===== config.mk =====
export PLATFORM = sky130hd
export DESIGN_NAME = pwm_capture
export DESIGN_NICKNAME = d
export VERILOG_FILES = /design/src/rtl/pwm_capture.sv
export SDC_FILE = /design/constraint.sdc
export NUM_CORES = 1
export LEC_CHECK = 0
export ABC_CLOCK_PERIOD_IN_PS = 9700
export BUFFER_PORTS_ARGS = -buffer_cell sky130_fd_sc_hd__buf_4
export CAP_MARGIN = 20
export CORE_AREA = 3 3 177 179
export CTS_BUF_LIST = sky130_fd_sc_hd__clkbuf_8 sky130_fd_sc_hd__clkbuf_16
export CTS_CLUSTER_DIAMETER = 50
export DETAILED_ROUTE_END_ITERATION = 8
export DIE_AREA = 0 0 180 182
export PLACE_DENSITY = 0.45
export SKIP_CTS_REPAIR_TIMING = 1
export SYNTH_ARGS = -nofsm -noshare
export SYNTH_HDL_FRONTEND = slang
export SYNTH_SLANG_ARGS = --single-unit

===== constraint.sdc =====
create_clock -name clk -period 9.7 [get_ports clk]
set_input_delay 1.455 -clock clk [delete_from_list [all_inputs] [get_ports clk]]
set_output_delay 1.455 -clock clk [all_outputs]
set_load 0.05 [all_outputs]

===== src/rtl/pwm_capture.sv =====
`default_nettype none
// ============================================================================
// Module   : pwm_capture
// Purpose  : Measures PWM period and duty (0-100 %) with a stuck-input timeout.
//            Optional 3-sample glitch filter: PWM_CAPTURE_GLITCH_FILTER_EN
// Revision : 1.0  initial release
// ============================================================================
module pwm_capture #(
    parameter int CNT_W = 16
) (
    input  logic             clk,
    input  logic             rst_n,
    input  logic             pwm_in,
    output logic [6:0]       duty_cycle,
    output logic             duty_valid,
    output logic [CNT_W-1:0] period,
    output logic             stuck,
    output logic             overrun
);
    localparam int c_DIV_W  = CNT_W + 7;
    localparam int c_STEP_W = $clog2(c_DIV_W + 1);
    localparam logic [c_STEP_W-1:0] c_LAST_STEP = c_STEP_W'(c_DIV_W - 1);

    typedef enum logic [0:0] {S_IDLE = 1'b0, S_MEAS = 1'b1} state_t;

    state_t r_state, w_state_nxt;

    logic r_sync1, r_sync2, r_lvl_d;
    logic w_lvl, w_rise;
    logic w_accept, w_drop, w_timeout;

    logic [CNT_W-1:0]   r_cnt_p, r_cnt_h;
    logic               r_busy;
    logic [c_STEP_W-1:0] r_step;
    logic [c_DIV_W-1:0] r_quo;
    logic [CNT_W-1:0]   r_rem, r_dvsr;

    logic [c_DIV_W-1:0] w_h_x100, w_quo_nxt;
    logic [CNT_W:0]     w_rem_sh;
    logic [CNT_W-1:0]   w_diff, w_rem_nxt;
    logic               w_ge, w_last, w_div_free;
    logic [6:0]         w_res;

    always_ff @(posedge clk) begin
        if (!rst_n) begin
            r_sync1 <= 1'b0;
            r_sync2 <= 1'b0;
            r_lvl_d <= 1'b0;
        end else begin
            r_sync1 <= pwm_in;
            r_sync2 <= r_sync1;
            r_lvl_d <= w_lvl;
        end
    end

`ifdef PWM_CAPTURE_GLITCH_FILTER_EN
    // Level follows the synchronizer only once three consecutive samples agree
    logic r_hist1, r_hist2, r_filt;

    always_ff @(posedge clk) begin
        if (!rst_n) begin
            r_hist1 <= 1'b0;
            r_hist2 <= 1'b0;
            r_filt  <= 1'b0;
        end else begin
            r_hist1 <= r_sync2;
            r_hist2 <= r_hist1;
            r_filt  <= w_lvl;
        end
    end

    assign w_lvl = ((r_sync2 == r_hist1) && (r_hist1 == r_hist2)) ? r_sync2 : r_filt;
`else
    assign w_lvl = r_sync2;
`endif

    assign w_rise = w_lvl & ~r_lvl_d;

    always_ff @(posedge clk) begin
        if (!rst_n) begin
            r_state <= S_IDLE;
        end else begin
            r_state <= w_state_nxt;
        end
    end

    always_comb begin
        w_state_nxt = r_state;
        w_accept    = 1'b0;
        w_drop      = 1'b0;
        w_timeout   = 1'b0;
        case (r_state)
            S_IDLE: begin
                if (w_rise) w_state_nxt = S_MEAS;
            end
            S_MEAS: begin
                if (w_rise) begin
                    if (w_div_free) w_accept = 1'b1;
                    else            w_drop   = 1'b1;
                end else if (r_cnt_p == '1) begin
                    w_timeout   = 1'b1;
                    w_state_nxt = S_IDLE;
                end
            end
            default: w_state_nxt = S_IDLE;
        endcase
    end

    always_ff @(posedge clk) begin
        if (!rst_n) begin
            r_cnt_p <= '0;
            r_cnt_h <= '0;
        end else if (w_rise) begin
            r_cnt_p <= CNT_W'(1);
            r_cnt_h <= CNT_W'(w_lvl);
        end else if (r_state == S_MEAS) begin
            if (r_cnt_p != '1)           r_cnt_p <= r_cnt_p + CNT_W'(1);
            if (w_lvl && r_cnt_h != '1)  r_cnt_h <= r_cnt_h + CNT_W'(1);
        end
    end

    // Restoring divider; dividend bits shift out of r_quo as quotient bits shift in
    assign w_h_x100   = c_DIV_W'(r_cnt_h) * c_DIV_W'(100);
    assign w_rem_sh   = {r_rem, r_quo[c_DIV_W-1]};
    assign w_ge       = (w_rem_sh >= {1'b0, r_dvsr});
    assign w_diff     = w_rem_sh[CNT_W-1:0] - r_dvsr;
    assign w_rem_nxt  = w_ge ? w_diff : w_rem_sh[CNT_W-1:0];
    assign w_quo_nxt  = {r_quo[c_DIV_W-2:0], w_ge};
    assign w_last     = r_busy && (r_step == c_LAST_STEP);
    assign w_div_free = !r_busy || w_last;

    always_comb begin
        w_res = w_quo_nxt[6:0];
        if (r_dvsr == '0)                       w_res = 7'd0;
        else if (w_quo_nxt > c_DIV_W'(100))     w_res = 7'd100;
    end

    always_ff @(posedge clk) begin
        if (!rst_n) begin
            r_busy <= 1'b0;
            r_step <= '0;
            r_quo  <= '0;
            r_rem  <= '0;
            r_dvsr <= '0;
        end else if (w_accept) begin
            r_busy <= 1'b1;
            r_step <= '0;
            r_quo  <= w_h_x100;
            r_rem  <= '0;
            r_dvsr <= r_cnt_p;
        end else if (w_timeout) begin
            r_busy <= 1'b0;
        end else if (r_busy) begin
            r_quo  <= w_quo_nxt;
            r_rem  <= w_rem_nxt;
            r_step <= r_step + c_STEP_W'(1);
            if (w_last) r_busy <= 1'b0;
        end
    end

    always_ff @(posedge clk) begin
        if (!rst_n) begin
            duty_cycle <= 7'd0;
            duty_valid <= 1'b0;
            period     <= '0;
            stuck      <= 1'b0;
            overrun    <= 1'b0;
        end else begin
            duty_valid <= 1'b0;
            if (w_rise) stuck <= 1'b0;
            if (w_drop) overrun <= 1'b1;
            if (w_timeout) begin
                duty_cycle <= w_lvl ? 7'd100 : 7'd0;
                period     <= '1;
                duty_valid <= 1'b1;
                stuck      <= 1'b1;
            end else if (w_last) begin
                duty_cycle <= w_res;
                period     <= r_dvsr;
                duty_valid <= 1'b1;
            end
        end
    end

endmodule
`default_nettype wire


# == Yosys cells after proc, flatten, opt, wreduce, memory -nomap -nowiden ==
# Cells that the tools add are included.
# op_classes
addsub,4
mul,1
n_bitwise,5
eq_ne,5
n_reduce_logical,19
muxes,38
magnitude_cmp,2
# op_table
op,n
$mux 23,3
$mux 16,3
$mux 7,5
$add 16x1->16 const B,2
$ne 16x16->1 const B,2
$mux 1,26
$gt 23x7->1 const B,1
$mul 16x5->21 const B,1
$ge 17x16->1,1
$eq 16x16->1 const B,1
$logic_not 16->1,1
$sub 16x16->16,1
$reduce_and 2->1,6
$reduce_bool 2->1,6
$add 5x1->5 const B,1
$eq 5x5->1 const B,1
$not 1->1,4
$reduce_or 2->1,2
$logic_and 1x1->1,2
$ne 2x2->1 const B,1
$pmux 1 s2,1
$and 1x1->1,1
$logic_not 1->1,1
$logic_or 1x1->1,1
# word_totals
elab_cells,93
output_inout_bits,26
in_bits,3
ff_bits,123

# == Logic depth before layout (Yosys ltp) ==
# Gate-level depths: netlist of the first run.
# logic_depth
depth_word,8
mapped_depth,13
depth_no_buf,13

# == Worst setup path before layout of the first run ==
# OpenSTA, ideal clock, no wires.
# synth_timing
path_kind,reg2reg
startpoint,register r_cnt_h[7]
endpoint,register r_quo[21]
arrival_time_ns,3.312
period_less_slack_ns,3.370
n_path_buf,0
path_slack_ns,6.330
path_stages_with_launch,14
cell_sequence,dfxtp_1 ha_1 ha_1 inv_1 fa_1 inv_1 ha_1 and4_1 and3_1 a221o_1 o211ai_1 nand2_1 a2111oi_0 a211o_1
# synth_between
elab_chain_len,2
# synth_rtl
element,line_no,source
"start, declared",32,"logic [CNT_W-1:0] r_cnt_p, r_cnt_h;"
"start signal, assigned",115,r_cnt_h <= CNT_W'(w_lvl);
"start signal, assigned",118,if (w_lvl && r_cnt_h != '1) r_cnt_h <= r_cnt_h + CNT_W'(1);
$mul 16x5->21,123,assign w_h_x100 = c_DIV_W'(r_cnt_h) * c_DIV_W'(100);
$mux 23,145,end else if (w_accept) begin
"end signal, assigned",148,r_quo <= w_h_x100;
"end signal, assigned",154,r_quo <= w_quo_nxt;
"end, declared",35,logic [c_DIV_W-1:0] r_quo;
# Every way passes these cells.
# A chain may end at the register's enable or synchronous reset.

# == Final worst setup path of the first run ==
# Same ends and word-level chain as after synthesis.

==> qor_table.md, run 1 <==
| Group | Parameter | Reported |
| --- | --- | --- |
| grt | Total track usage | 0.1155 |
| critical path | Number of cells on the critical path | 13 |
| cts | Clock Latency Late Sink | 420 ps |
| layout | ANT cells | 0 |
| floorplanning | Vertical extent of the die | 182 microns |
| layout | Area occupied by multi-input gates | 0.004528 sq mm |
| cts | CTS Buf Count | 17 |
| cts | Number of clock sinks seen by CTS | 123 |
| drt | Number of routed nets with antenna violations | 0 |
| timing | Transition time of the tightest slew-check pin | 983.4 ps |
| yosys | Compound-cell area share of the yosys netlist | 0.1868 |
| yosys | Synthesized instance count | 883 |
| drt | Total wire length | 18590 microns |
| critical path | CP arrival | 3960 ps |
| yosys | Main synth FF type | sky130_fd_sc_hd__dfxtp_1 |
| place | Placer Congestion | 0.7762 |
| job | # Max-Cap Violations | 0 |
| drt | Number of vias in the routed layout | 6068 |
| timing | Final-report max-slew violation count | 0 |
| floorplanning | Core area | 0.02972 sq mm |
| yosys | Sequential cell area fraction in the yosys report | 0.3303 |
| floorplanning | Area of the die | 0.03276 sq mm |
| power and ir drop | PD cells | 139.4 mW/mm^2 |
| yosys | Post-synthesis adder-cell area fraction | 0.1547 |
| critical path | Required time at the worst-slack endpoint | 10060 ps |
| layout | Fillers | 3195 |
| yosys | Multiplexer share of the synthesized area | 0.02551 |
| critical path | Category of the worst setup path launch point | flip-flop |
| layout | Sequential cell area | 0.002462 sq mm |
| drt | Average detailed-routed wire length per instance | 14.25 microns |
| layout | Final-stage net count | 989 |
| floorplanning | Placement row count | 63 |
| status | Outcome | finished clean |
| critical path | Endpoint type of the worst setup path | flip-flop |
| cts | Number of H-tree branching levels | 4 |
| layout | Fraction of final layout cells sized beyond drive strength 1 | 0.09737 |
| critical path | Reg-to-reg critical path endpoint | r_quo[21] |
| drt | WL met1 | 10060 microns |
| yosys | Number of distinct standard cells referenced by the synthesized netlist | 72 |
| layout | Final cell utilization of the core | 0.2903 |
| yosys | Average cell area after synthesis | 8.442 sq um |
| layout | Non-filler instance count after layout | 1304 |
| cts | Max clock buf depth | 2 |
| cts | Clock slew at reported path FFs | 60 ps |
| critical path | Critical-path maximum fanout | 5 |
| critical path | Capture point of the worst path | r_quo[21] |
| timing | Final hold vios | 0 |
| critical path | Critical path buffers and inverters | 2 |
| place | Placed cell count | 1270 |
| cts | Clock tree from TritonCTS | yes |
| timing | Fin crit period | 3599 ps |
| hold path | Hold Path Class | reg2reg |
| grt | Largest net degree at the start of global routing | 61 |
| yosys | Number of register bits inferred by synthesis | 123 |
| timing | Worst clock skew | 13.90 ps |
| floorplanning | Starting density of the core | 0.2509 |
| layout | Most frequent cells in the layout | 123 x sky130_fd_sc_hd__dfxtp_1, 97 x sky130_fd_sc_hd__a21oi_1, 82 x sky130_fd_sc_hd__nor2_1, 78 x sky130_fd_sc_hd__nand2_1, 75 x sky130_fd_sc_hd__inv_1 |
| timing | Unrepaired setup endpoints after global routing | false |
| yosys | Share of the synthesized netlist area taken by xor and xnor gates | 0.06227 |
| critical path | Register-to-register setup slack | 6100 ps |
| yosys | Netlist Area Pre-Place | 0.007455 sq mm |
| place | I/O Buffers | 28 |
| floorplanning | Die Span X | 180 microns |
| power and ir drop | Worst voltage drop across the vdd grid | 0.07881 mV |
| drt | DRC violation count after routing | 0 |
| power and ir drop | LEAKAGE | 3.653 nW |
| yosys | Post-synthesis async set-or-reset flop share | 0 |
| drt | Detail Route met3 WL | 423 microns |
| grt | Wire length of the first global-routing pass | 31260 microns |
| yosys | Basic-gate share of the synthesized area counting and, or, nand and nor cells | 0.1769 |
| timing | Fmax achieved | 277.8 MHz |
| timing | Count of endpoints failing setup in the final report | 0 |
| critical path | Largest delay share family, worst path | adder cells |
| critical path | Worst r2r src | r_cnt_h[7] |
| grt | Congestion Overflow GR | 0 |
| cts | Root Buffer | sky130_fd_sc_hd__clkbuf_16 |
| yosys | Combinational family with the most area after synthesis | compound AO/OA/AOI/OAI gates |
| critical path | Library cell contributing the largest single delay on the critical path | sky130_fd_sc_hd__fa_1 |
| drt | Top sig layer | met4 |
| grt | Antenna violations before repair | 0 |
| critical path | Cell chain of the critical path | ha_1, ha_1, inv_1, fa_1, inv_1, ha_1, and4_1, and3_1, a221o_1, o211ai_1, nand2_1, a2111oi_0, a211o_1 |
| critical path | Cell repeated most along the worst path | sky130_fd_sc_hd__ha_1 |
| yosys | Yosys warning count | 0 |
| critical path | Critical path type | reg2reg |
| critical path | Worst Reg-to-Reg Cells | 13 |
| timing | Setup TNS Final | 0 ps |
| yosys | Number of nets produced by synthesis | 971 |
| drt | Initial drt markers | 281 |
| place | HPWL after detailed placement | 13780 microns |
| critical path | Crit-path max cell delay | 490 ps |
| drt | Vias per inst | 4.653 |
| timing | Tightest slew margin relative to the limit | 0.3425 |
| layout | Area growth from synthesis to layout | 15.74% |
| drt | Met2 Routed Length | 7895 microns |
| timing | Final period util | 0.3711 |
| layout | Commonest non-fill, non-tap cell in the layout | sky130_fd_sc_hd__dfxtp_1 |
| drt | Drt pass-1 iters | 5 |
| floorplanning | Top Ports | 29 |
| critical path | Worst setup path startpoint | r_cnt_h[7] |
| grt | Via count of the first global-routing pass | 5862 |
| yosys | Number of enable-type register cells in the synthesized netlist | 0 |
-- worst min-delay path by stage --
| stage | start | end | slack [ps] | cells after the start |
|---|---|---|---|---|
| global placement | r_sync1 | r_sync2 | 420 | 1 |
| finish | r_sync1 | r_sync2 | 440 | 1 |
| CTS | r_sync1 | r_sync2 | 440 | 1 |
| floorplan | r_sync1 | r_sync2 | 410 | 1 |
| detailed placement | r_sync1 | r_sync2 | 420 | 1 |
| global route | r_sync1 | r_sync2 | 460 | 1 |
-- synthesized netlist by cell type (3+ instances only) --
| cell type | instances | area [sq um] |
|---|---|---|
| sky130_fd_sc_hd__a211oi_1 | 8 | 60.06 |
| sky130_fd_sc_hd__a21o_1 | 9 | 67.56 |
| sky130_fd_sc_hd__a21oi_1 | 97 | 485.5 |
| sky130_fd_sc_hd__a221oi_1 | 3 | 26.28 |
| sky130_fd_sc_hd__a222oi_1 | 3 | 30.03 |
| sky130_fd_sc_hd__a22oi_1 | 7 | 52.55 |
| sky130_fd_sc_hd__a31oi_1 | 5 | 31.28 |
| sky130_fd_sc_hd__a32o_1 | 3 | 30.03 |
| sky130_fd_sc_hd__a32oi_1 | 6 | 52.55 |
| sky130_fd_sc_hd__and2_1 | 12 | 75.07 |
| sky130_fd_sc_hd__and3_1 | 10 | 62.56 |
| sky130_fd_sc_hd__and4_1 | 5 | 43.79 |
| sky130_fd_sc_hd__buf_4 | 3 | 22.52 |
| sky130_fd_sc_hd__clkbuf_1 | 26 | 97.59 |
| sky130_fd_sc_hd__dfxtp_1 | 123 | 2462 |
| sky130_fd_sc_hd__fa_1 | 12 | 240.2 |
| sky130_fd_sc_hd__ha_1 | 73 | 913.4 |
| sky130_fd_sc_hd__inv_1 | 75 | 281.5 |
| sky130_fd_sc_hd__mux2i_1 | 16 | 160.2 |
| sky130_fd_sc_hd__nand2_1 | 78 | 292.8 |
| sky130_fd_sc_hd__nand2b_1 | 6 | 37.54 |
| sky130_fd_sc_hd__nand3_1 | 23 | 115.1 |
| sky130_fd_sc_hd__nand4_1 | 17 | 106.4 |
| sky130_fd_sc_hd__nor2_1 | 82 | 307.8 |
| sky130_fd_sc_hd__nor3_1 | 12 | 60.06 |
| sky130_fd_sc_hd__nor4_1 | 8 | 50.05 |
| sky130_fd_sc_hd__o211ai_1 | 3 | 22.52 |
| sky130_fd_sc_hd__o21a_1 | 5 | 37.54 |
| sky130_fd_sc_hd__o21ai_0 | 33 | 165.2 |
| sky130_fd_sc_hd__o22ai_1 | 3 | 18.77 |
| sky130_fd_sc_hd__or2_2 | 4 | 25.02 |
| sky130_fd_sc_hd__or3_1 | 3 | 18.77 |
| sky130_fd_sc_hd__or4_1 | 3 | 22.52 |
| sky130_fd_sc_hd__xnor2_1 | 30 | 262.8 |
| sky130_fd_sc_hd__xor2_1 | 23 | 201.4 |
-- flip-flops by register name, indices dropped and copies added (netlist names), 5 cells and up --
| register | cells |
|---|---|
| r_cnt_p | 16 |
| r_step | 5 |
| r_dvsr | 16 |
| duty_cycle | 7 |
| period | 16 |
| r_cnt_h | 16 |
| r_quo | 23 |
| r_rem | 16 |
-- area by class of cell --
class                   count  area share
clock buffers              18     0.05090
clock inverters            14     0.01842
inverters                  75     0.03263
multi-input cells         649      0.5248
flip-flops and latches    123      0.2854
well taps                 390     0.05655
repair buffers             35     0.03132
-- metrics by stage --
stage          cell area, sq um  hold WS (ps)  total power, mW  setup slack (ps)
2_1_floorplan              7455         411.9           0.5572              6330
3_3_place_gp               8008         419.2           0.5681              6008
3_5_place_dp               8008         422.4           0.5678              6002
4_1_cts                    8606         441.1            1.222              6072
5_1_grt                    8628         461.2            1.259              5861
6_report                   8628         439.9            1.203              6101
-- cell families (layout without fill, tap and decap cells) --
logic type / Yosys count / in the layout
AND/OR/NAND/NOR: 275 / 275
XOR/XNOR: 53 / 53
adder cells (fa/ha/maj): 85 / 85
multiplexers: 18 / 18
AO/OA/AOI/OAI: 218 / 218
buffers and inverters: 111 / 142
flip-flops: 123 / 123
-- layer usage --
layer / up-vias / track usage
li1: 3154 / -
met1: 2824 / 0.1687
met2: 75 / 0.1734
met3: 15 / 0.02063
met4: 0 / 0.03373
met5: - / 0
-- worst register-to-register path, delay by kind of cell (launching register included) --
family          cells  cell delay (ps)
compound gates      4             1110
fa+ha+maj           4             1370
buf+inv             2               90
flops               1              410
simple gates        3              570
-- report_power, final --
part	switching, mW	internal [mW]
registers	0.00361	0.508
clock network	0.254	0.391
logic	0.0290	0.0171
total	0.286	0.916
No activity file was read; power rests on OpenSTA's default activity.
==> run 2, diff against run 1 <==
Settings changed: ABC_AREA set to 1, ABC_CLOCK_PERIOD_IN_PS 9700 to 3750, CORE_AREA 3 3 177 179 to 3 3 184 186, DIE_AREA 0 0 180 182 to 0 0 187 189.
Clock period 9.7 ns to 3.75 ns, I/O delays scaled along.
==> run 2 against run 1 <==
  * Total power rose to 2.7 times the previous value
  * Sequential share of layout area down 1.9 points
  * Critical path depth up 1
  * Core utilization down 0.53 points
  * Die area up 7.9%
  * Clock skew down 2.5 ps
  * Maximum frequency up 16%
  * Area after synthesis up 7.8%
  * Routed wire length up 20%
  * Flip-flop and latch count unchanged
  * Global-route usage up 1.3 points
  * Critical path type unchanged
  * Critical endpoint is now r_quo[14]
  * Largest power group unchanged
==> qor_table.md, run 2 <==
| Group | Parameter | Reported |
| --- | --- | --- |
| grt | Wire length of the first global-routing pass | 36790 microns |
| yosys | Post-synthesis async set-or-reset flop share | 0 |
| yosys | Largest area contributor in the synthesized netlist | sky130_fd_sc_hd__dfxtp_1 |
| grt | Total track usage | 0.1286 |
| yosys | Synthesized instance count | 1165 |
| place | I/O Buffers | 28 |
| drt | Average detailed-routed wire length per instance | 13.62 microns |
| yosys | Compound-cell area share of the yosys netlist | 0.1505 |
| grt | Congestion Overflow GR | 0 |
| cts | Number of H-tree branching levels | 4 |
| timing | Fmax achieved | 323.3 MHz |
| cts | Clock Latency Late Sink | 430 ps |
| yosys | Yosys warning count | 0 |
| timing | Tightest slew margin relative to the limit | 0.4358 |
| drt | Vias per inst | 4.414 |
| timing | Fin crit period | 3093 ps |
| power and ir drop | Worst voltage drop across the vdd grid | 0.2201 mV |
| cts | Clock slew at reported path FFs | 60 ps |
| drt | Initial drt markers | 338 |
| cts | Number of clock sinks seen by CTS | 123 |
| layout | Final-stage net count | 1270 |
| yosys | Most frequently used cell type in the post-synthesis netlist | sky130_fd_sc_hd__nand2_1 |
| place | Placer Congestion | 0.8499 |
| yosys | Number of enable-type register cells in the synthesized netlist | 0 |
| timing | Unrepaired setup endpoints after global routing | false |
| yosys | Number of register bits inferred by synthesis | 123 |
| place | Pre-CTS setup slack | 677.3 ps |
| cts | Max clock buf depth | 2 |
| layout | Flip-flop count of the largest register, all copies and words added | 23 |
| yosys | Proportion of netlist area held by the largest area contributor | 0.3065 |
| critical path | Critical path type | reg2reg |
| critical path | Critical-path maximum fanout | 5 |
| yosys | Cells taking the most area after synthesis | sky130_fd_sc_hd__dfxtp_1 31%, sky130_fd_sc_hd__nand2_1 13%, sky130_fd_sc_hd__ha_1 11% |
| power and ir drop | LEAKAGE | 4.200 nW |
| floorplanning | Starting density of the core | 0.2475 |
| critical path | Category of the worst setup path launch point | flip-flop |
| layout | ANT cells | 0 |
| place | HPWL after detailed placement | 16850 microns |
| grt | Antenna violations before repair | 0 |
| critical path | Worst setup path startpoint | r_cnt_h[4] |
| cts | Clock tree from TritonCTS | yes |
| drt | Number of routed nets with antenna violations | 0 |
| layout | Commonest non-fill, non-tap cell in the layout | sky130_fd_sc_hd__nand2_1 |
| yosys | Sequential cell area fraction in the yosys report | 0.3065 |
| grt | Largest net degree at the start of global routing | 49 |
| yosys | Combinational family with the most area after synthesis | simple AND/OR/NAND/NOR gates |
| critical path | Capture point of the worst path | r_quo[14] |
| critical path | Reg-to-reg critical path endpoint | r_quo[14] |
| status | Outcome | finished clean |
| hold path | Hold Path Class | in2reg |
| timing | Worst clock skew | 11.43 ps |
| job | # Max-Cap Violations | 0 |
| drt | DRC violation count after routing | 0 |
| timing | Least setup slack across all paths after layout | 656.5 ps |
| timing | Transition time of the tightest slew-check pin | 843.1 ps |
| floorplanning | Top Ports | 29 |
| timing | Setup TNS Final | 0 ps |
| cts | CTS Buf Count | 17 |
| yosys | Main synth FF type | sky130_fd_sc_hd__dfxtp_1 |
| drt | Drt pass-1 iters | 4 |
| floorplanning | Placement row count | 66 |
| grt | Via count of the first global-routing pass | 7053 |
| drt | Number of vias in the routed layout | 7225 |
| floorplanning | Vertical extent of the die | 189 microns |
| critical path | Required time at the worst-slack endpoint | 4070 ps |
| power and ir drop | Tot Pwr | 3.269 mW |
| timing | Count of endpoints failing setup in the final report | 0 |
| yosys | Basic-gate share of the synthesized area counting and, or, nand and nor cells | 0.2621 |
| critical path | Worst Reg-to-Reg Cells | 14 |
| cts | Root Buffer | sky130_fd_sc_hd__clkbuf_16 |
| yosys | Most used standard cells in the synthesized netlist | 271 x sky130_fd_sc_hd__nand2_1, 171 x sky130_fd_sc_hd__inv_1, 136 x sky130_fd_sc_hd__a21oi_1 |
| layout | Area growth from synthesis to layout | 15.16% |
| yosys | Post-synthesis adder-cell area fraction | 0.1436 |
| yosys | Number of nets produced by synthesis | 1253 |
| timing | Final hold vios | 0 |
| yosys | Multiplexer share of the synthesized area | 0 |
| layout | Register name with the most flops | r_quo |
| yosys | Number of distinct standard cells referenced by the synthesized netlist | 34 |
| critical path | Register-to-register setup slack | 660 ps |
| yosys | Average cell area after synthesis | 6.895 sq um |
| floorplanning | Die Span X | 187 microns |
| layout | Fraction of final layout cells sized beyond drive strength 1 | 0.07448 |
| yosys | Netlist Area Pre-Place | 0.008033 sq mm |
| timing | Final-report max-slew violation count | 0 |
| floorplanning | Area of the die | 0.03534 sq mm |
| critical path | Endpoint type of the worst setup path | flip-flop |
| critical path | Worst r2r src | r_cnt_h[4] |
| layout | Fillers | 3599 |
| critical path | CP arrival | 3410 ps |
| drt | Total wire length | 22300 microns |
| yosys | Share of the synthesized netlist area taken by xor and xnor gates | 0.03162 |
| timing | Final period util | 0.8249 |
| floorplanning | Core area | 0.03245 sq mm |
| power and ir drop | PD cells | 353.4 mW/mm^2 |
| layout | Most frequent cells in the layout | 271 x sky130_fd_sc_hd__nand2_1, 172 x sky130_fd_sc_hd__inv_1, 136 x sky130_fd_sc_hd__a21oi_1, 123 x sky130_fd_sc_hd__dfxtp_1, 77 x sky130_fd_sc_hd__nand3_1 |
-- run 2: changes by cell type in the layout (fill, tap and decap cells not counted), sizes merged, moves of 8 or more --
cell / delta
a21oi: +39
xnor2: -21
and3: -10
o21ai: +38
a211oi: -9
mux2i: -16
and2: -12
a31oi: +8
nor2: -10
a21o: -9
inv: +95
nand2: +203
nand3: +53
-- run 2: layer usage --
layer | vias to the layer above | GRT usage | wire [microns]
li1 | 3832 | - | -
met1 | 3301 | 0.1768 | 11540
met2 | 72 | 0.2099 | 9981
met3 | 20 | 0.01926 | 499
met4 | 0 | 0.03722 | 280
met5 | - | 0 | 0
-- run 2: layout make-up --
type | instances | area, sq um | area share
multi-input cells | 831 | 4722 | 0.5105
well taps | 442 | 553.0 | 0.05979
inverters | 176 | 660.6 | 0.07142
repair buffers | 33 | 247.7 | 0.02678
flip-flops and latches | 123 | 2462 | 0.2662
clock inverters | 12 | 137.6 | 0.01488
clock buffers | 20 | 466.7 | 0.05045
-- run 2: report_power, final --
part	total [mW]	switching, mW	internal [mW]
clock	1.70	0.661	1.04
combinational	0.243	0.169	0.0744
sequential	1.33	0.00972	1.32
-- run 2: worst min-delay path by stage --
stage / from / endpoint / cells past startpoint
2_1_floorplan: r_sync1 / r_sync2 / 2
3_3_place_gp: r_sync1 / r_sync2 / 2
3_5_place_dp: r_sync1 / r_sync2 / 2
4_1_cts: pwm_in / r_sync1 / 3
5_1_grt: pwm_in / r_sync1 / 3
6_report: pwm_in / r_sync1 / 3
-- run 2: logic make-up after synthesis --
logic type               Yosys count
flip-flops                       123
AND/OR/NAND/NOR                  484
XOR/XNOR                          29
buffers and inverters            211
AO/OA/AOI/OAI                    233
adder cells (fa/ha/maj)           85
-- run 2: critical path, stage by stage (launching register included) --
cell,delay (ps)
sky130_fd_sc_hd__dfxtp_1,440
sky130_fd_sc_hd__ha_1,280
sky130_fd_sc_hd__ha_1,270
sky130_fd_sc_hd__inv_1,50
sky130_fd_sc_hd__fa_1,490
sky130_fd_sc_hd__inv_1,40
sky130_fd_sc_hd__ha_1,340
sky130_fd_sc_hd__a21oi_1,160
sky130_fd_sc_hd__nand2_1,120
sky130_fd_sc_hd__nand2_1,80
sky130_fd_sc_hd__nand3_1,170
sky130_fd_sc_hd__o21ai_0,350
sky130_fd_sc_hd__nand3_1,120
sky130_fd_sc_hd__nand2_1,70
sky130_fd_sc_hd__inv_1,40
-- run 2: per-stage QoR --
| step | area (sq um) | hold slack, ps | cells | utilization |
|---|---|---|---|---|
| detailed placement | 8646 | 397.7 | 1605 | 0.2664 |
| global placement | 8646 | 395.2 | 1605 | 0.2664 |
| floorplan | 8033 | 390.5 | 1165 | - |
| finish | 9250 | 330.8 | 1637 | 0.2850 |
| global route | 9250 | 352.7 | 1637 | 0.2850 |
| CTS | 9250 | 318.2 | 1637 | 0.2850 |
==> run 3, diff against run 2 <==
Settings changed: ABC_CLOCK_PERIOD_IN_PS 3750 to 2700, PLACE_DENSITY 0.45 to 0.46.
Clock period 3.75 ns to 2.7 ns, I/O delays scaled along.
==> run 3 against run 2 <==
  * Combinational power grew 44%
  * Clock skew grew 1.0 ps
  * Count of clock-buffer cells in the layout shrank 2
  * Sequential power grew 38%
  * Routed wire length grew 4.5%
  * Sequential share of layout area shrank 2.9 points
  * Core utilization grew 4.0 points
  * Maximum frequency grew 15%
==> qor_table.md, run 3 (same netlist as run 2, synthesis figures left out) <==
| Group | Parameter | Reported |
| --- | --- | --- |
| timing | Unrepaired setup endpoints after global routing | true |
| power and ir drop | Worst voltage drop across the vdd grid | 0.4539 mV |
| layout | Commonest non-fill, non-tap cell in the layout | sky130_fd_sc_hd__nand2_1 |
| timing | Final-report max-slew violation count | 0 |
| critical path | Category of the worst setup path launch point | flip-flop |
| critical path | Endpoint type of the worst setup path | flip-flop |
| timing | Transition time of the tightest slew-check pin | 831.5 ps |
| place | Placement-stage cell area | 0.009159 sq mm |
| layout | Area growth from synthesis to layout | 31.51% |
| critical path | CP arrival | 3000 ps |
| layout | ANT cells | 0 |
| layout | Sequential cell area | 0.002501 sq mm |
| critical path | Critical-path maximum fanout | 4 |
| drt | Vias per inst | 4.423 |
| grt | Routing usage on met3 | 0.01981 |
| status | Outcome | finished clean |
| cts | Root Buffer | sky130_fd_sc_hd__clkbuf_16 |
| timing | Worst clock skew | 12.44 ps |
| place | I/O Buffers | 28 |
| timing | Fin crit period | 2693 ps |
| floorplanning | Core area | 0.03245 sq mm |
| grt | Largest net degree at the start of global routing | 33 |
| grt | Most Crowded Layer GR | met2 |
| drt | Total wire length | 23310 microns |
| drt | Drt pass-1 iters | 5 |
| floorplanning | Area of the die | 0.03534 sq mm |
| cts | Clock slew at reported path FFs | 60 ps |
| power and ir drop | LEAKAGE | 4.588 nW |
| place | HPWL after detailed placement | 17360 microns |
| floorplanning | Vertical extent of the die | 189 microns |
| timing | Count of endpoints failing setup in the final report | 0 |
| timing | Final period util | 0.9974 |
| layout | Fillers | 3474 |
| drt | Number of routed nets with antenna violations | 0 |
| cts | Max clock buf depth | 2 |
| grt | Total track usage | 0.1305 |
| cts | Clock tree from TritonCTS | yes |
| cts | Number of clock sinks seen by CTS | 123 |
| cts | CTS Buf Count | 17 |
| grt | Antenna violations before repair | 0 |
| drt | Initial drt markers | 495 |
| place | Pre-CTS setup slack | -200.8 ps |
| grt | Wire length of the first global-routing pass | 37830 microns |
| place | Placer Congestion | 0.8584 |
| drt | Average detailed-routed wire length per instance | 13.59 microns |
| grt | Grt met1 use | 0.1824 |
| layout | Final-stage net count | 1348 |
| layout | Most frequent cells in the layout | 252 x sky130_fd_sc_hd__nand2_1, 155 x sky130_fd_sc_hd__inv_1, 118 x sky130_fd_sc_hd__a21oi_1, 112 x sky130_fd_sc_hd__dfxtp_1, 107 x sky130_fd_sc_hd__buf_4 |
| drt | DRC violation count after routing | 0 |
| grt | Congestion Overflow GR | 0 |
| critical path | Required time at the worst-slack endpoint | 3000 ps |
| layout | Register name with the most flops | r_quo |
| layout | Fraction of final layout cells sized beyond drive strength 1 | 0.2270 |
| critical path | Critical path type | reg2reg |
| layout | Area occupied by multi-input gates | 0.005438 sq mm |
| drt | Number of vias in the routed layout | 7585 |
| power and ir drop | Tot Pwr | 4.403 mW |
| floorplanning | Top Ports | 29 |
| timing | Tightest slew margin relative to the limit | 0.4436 |
| cts | Number of H-tree branching levels | 4 |
| timing | Setup TNS Final | 0 ps |
| floorplanning | Starting density of the core | 0.2475 |
| grt | Global routing usage on met2 | 0.2093 |
| layout | Fin area | 0.01056 sq mm |
| job | # Max-Cap Violations | 0 |
| timing | Fmax achieved | 371.3 MHz |
| floorplanning | Placement row count | 66 |
| grt | Via count of the first global-routing pass | 7363 |
| floorplanning | Die Span X | 187 microns |
| critical path | Register-to-register setup slack | 7 ps |
| timing | Least setup slack across all paths after layout | 6.927 ps |
| layout | Flip-flop count of the largest register, all copies and words added | 23 |
| cts | Clock Latency Late Sink | 420 ps |
| power and ir drop | PD cells | 416.8 mW/mm^2 |
| timing | Final hold vios | 0 |
| hold path | Hold Path Class | in2reg |
run 3: worst paths after layout:
path	to	start	depth (start not counted)
worst max-delay path	r_quo[20]	r_cnt_h[3]	16
worst min-delay path	r_sync1	pwm_in	3
worst max register to register	r_quo[20]	r_cnt_h[3]	16
worst min register to register	r_sync2	r_sync1	2
run 3: metrics by stage:
stage,instances,util,hold slack [ps]
6_report,1715,0.3255,181.9
5_1_grt,1715,0.3255,205.2
4_1_cts,1705,0.2995,165.7
3_5_place_dp,1673,0.2822,405.8
3_3_place_gp,1673,0.2822,397.9
2_1_floorplan,1165,-,390.5
run 3: critical path: stages (launching register included):
cell	delay [ps]
sky130_fd_sc_hd__dfxtp_4	370
sky130_fd_sc_hd__ha_4	250
sky130_fd_sc_hd__ha_4	260
sky130_fd_sc_hd__inv_2	30
sky130_fd_sc_hd__fa_1	480
sky130_fd_sc_hd__inv_2	50
sky130_fd_sc_hd__ha_4	290
sky130_fd_sc_hd__nand3_2	80
sky130_fd_sc_hd__nand2_2	90
sky130_fd_sc_hd__buf_6	110
sky130_fd_sc_hd__inv_4	30
sky130_fd_sc_hd__o21bai_4	140
sky130_fd_sc_hd__nand4_1	120
sky130_fd_sc_hd__nand2_1	80
sky130_fd_sc_hd__nand2_1	60
sky130_fd_sc_hd__nand3_2	80
sky130_fd_sc_hd__a21oi_2	50
run 3: routing by layer:
metal  part of all wire  vias up
met3              0.022       12
li1                   -     4001
met2               0.45       84
met1               0.52     3488
met4             0.0087        0
met5                  0        -
run 3: area by class of cell:
type / instances / share of cell area
Clock buffer: 18 / 0.04157
Clock inverter: 14 / 0.01149
Inverter: 176 / 0.06277
Multi-Input combinational cell: 831 / 0.5147
Sequential cell: 123 / 0.2368
Tap cell: 442 / 0.05235
Timing Repair Buffer: 111 / 0.08030
run 3: report_power, final:
group          internal (mW)  switching (mW)  total [mW]  leakage [nW]
Combinational          0.114           0.237       0.351          3.32
Clock                   1.29           0.929        2.22         0.272
Sequential              1.82          0.0111        1.83          1.00
Total                   3.23            1.18        4.40          4.59
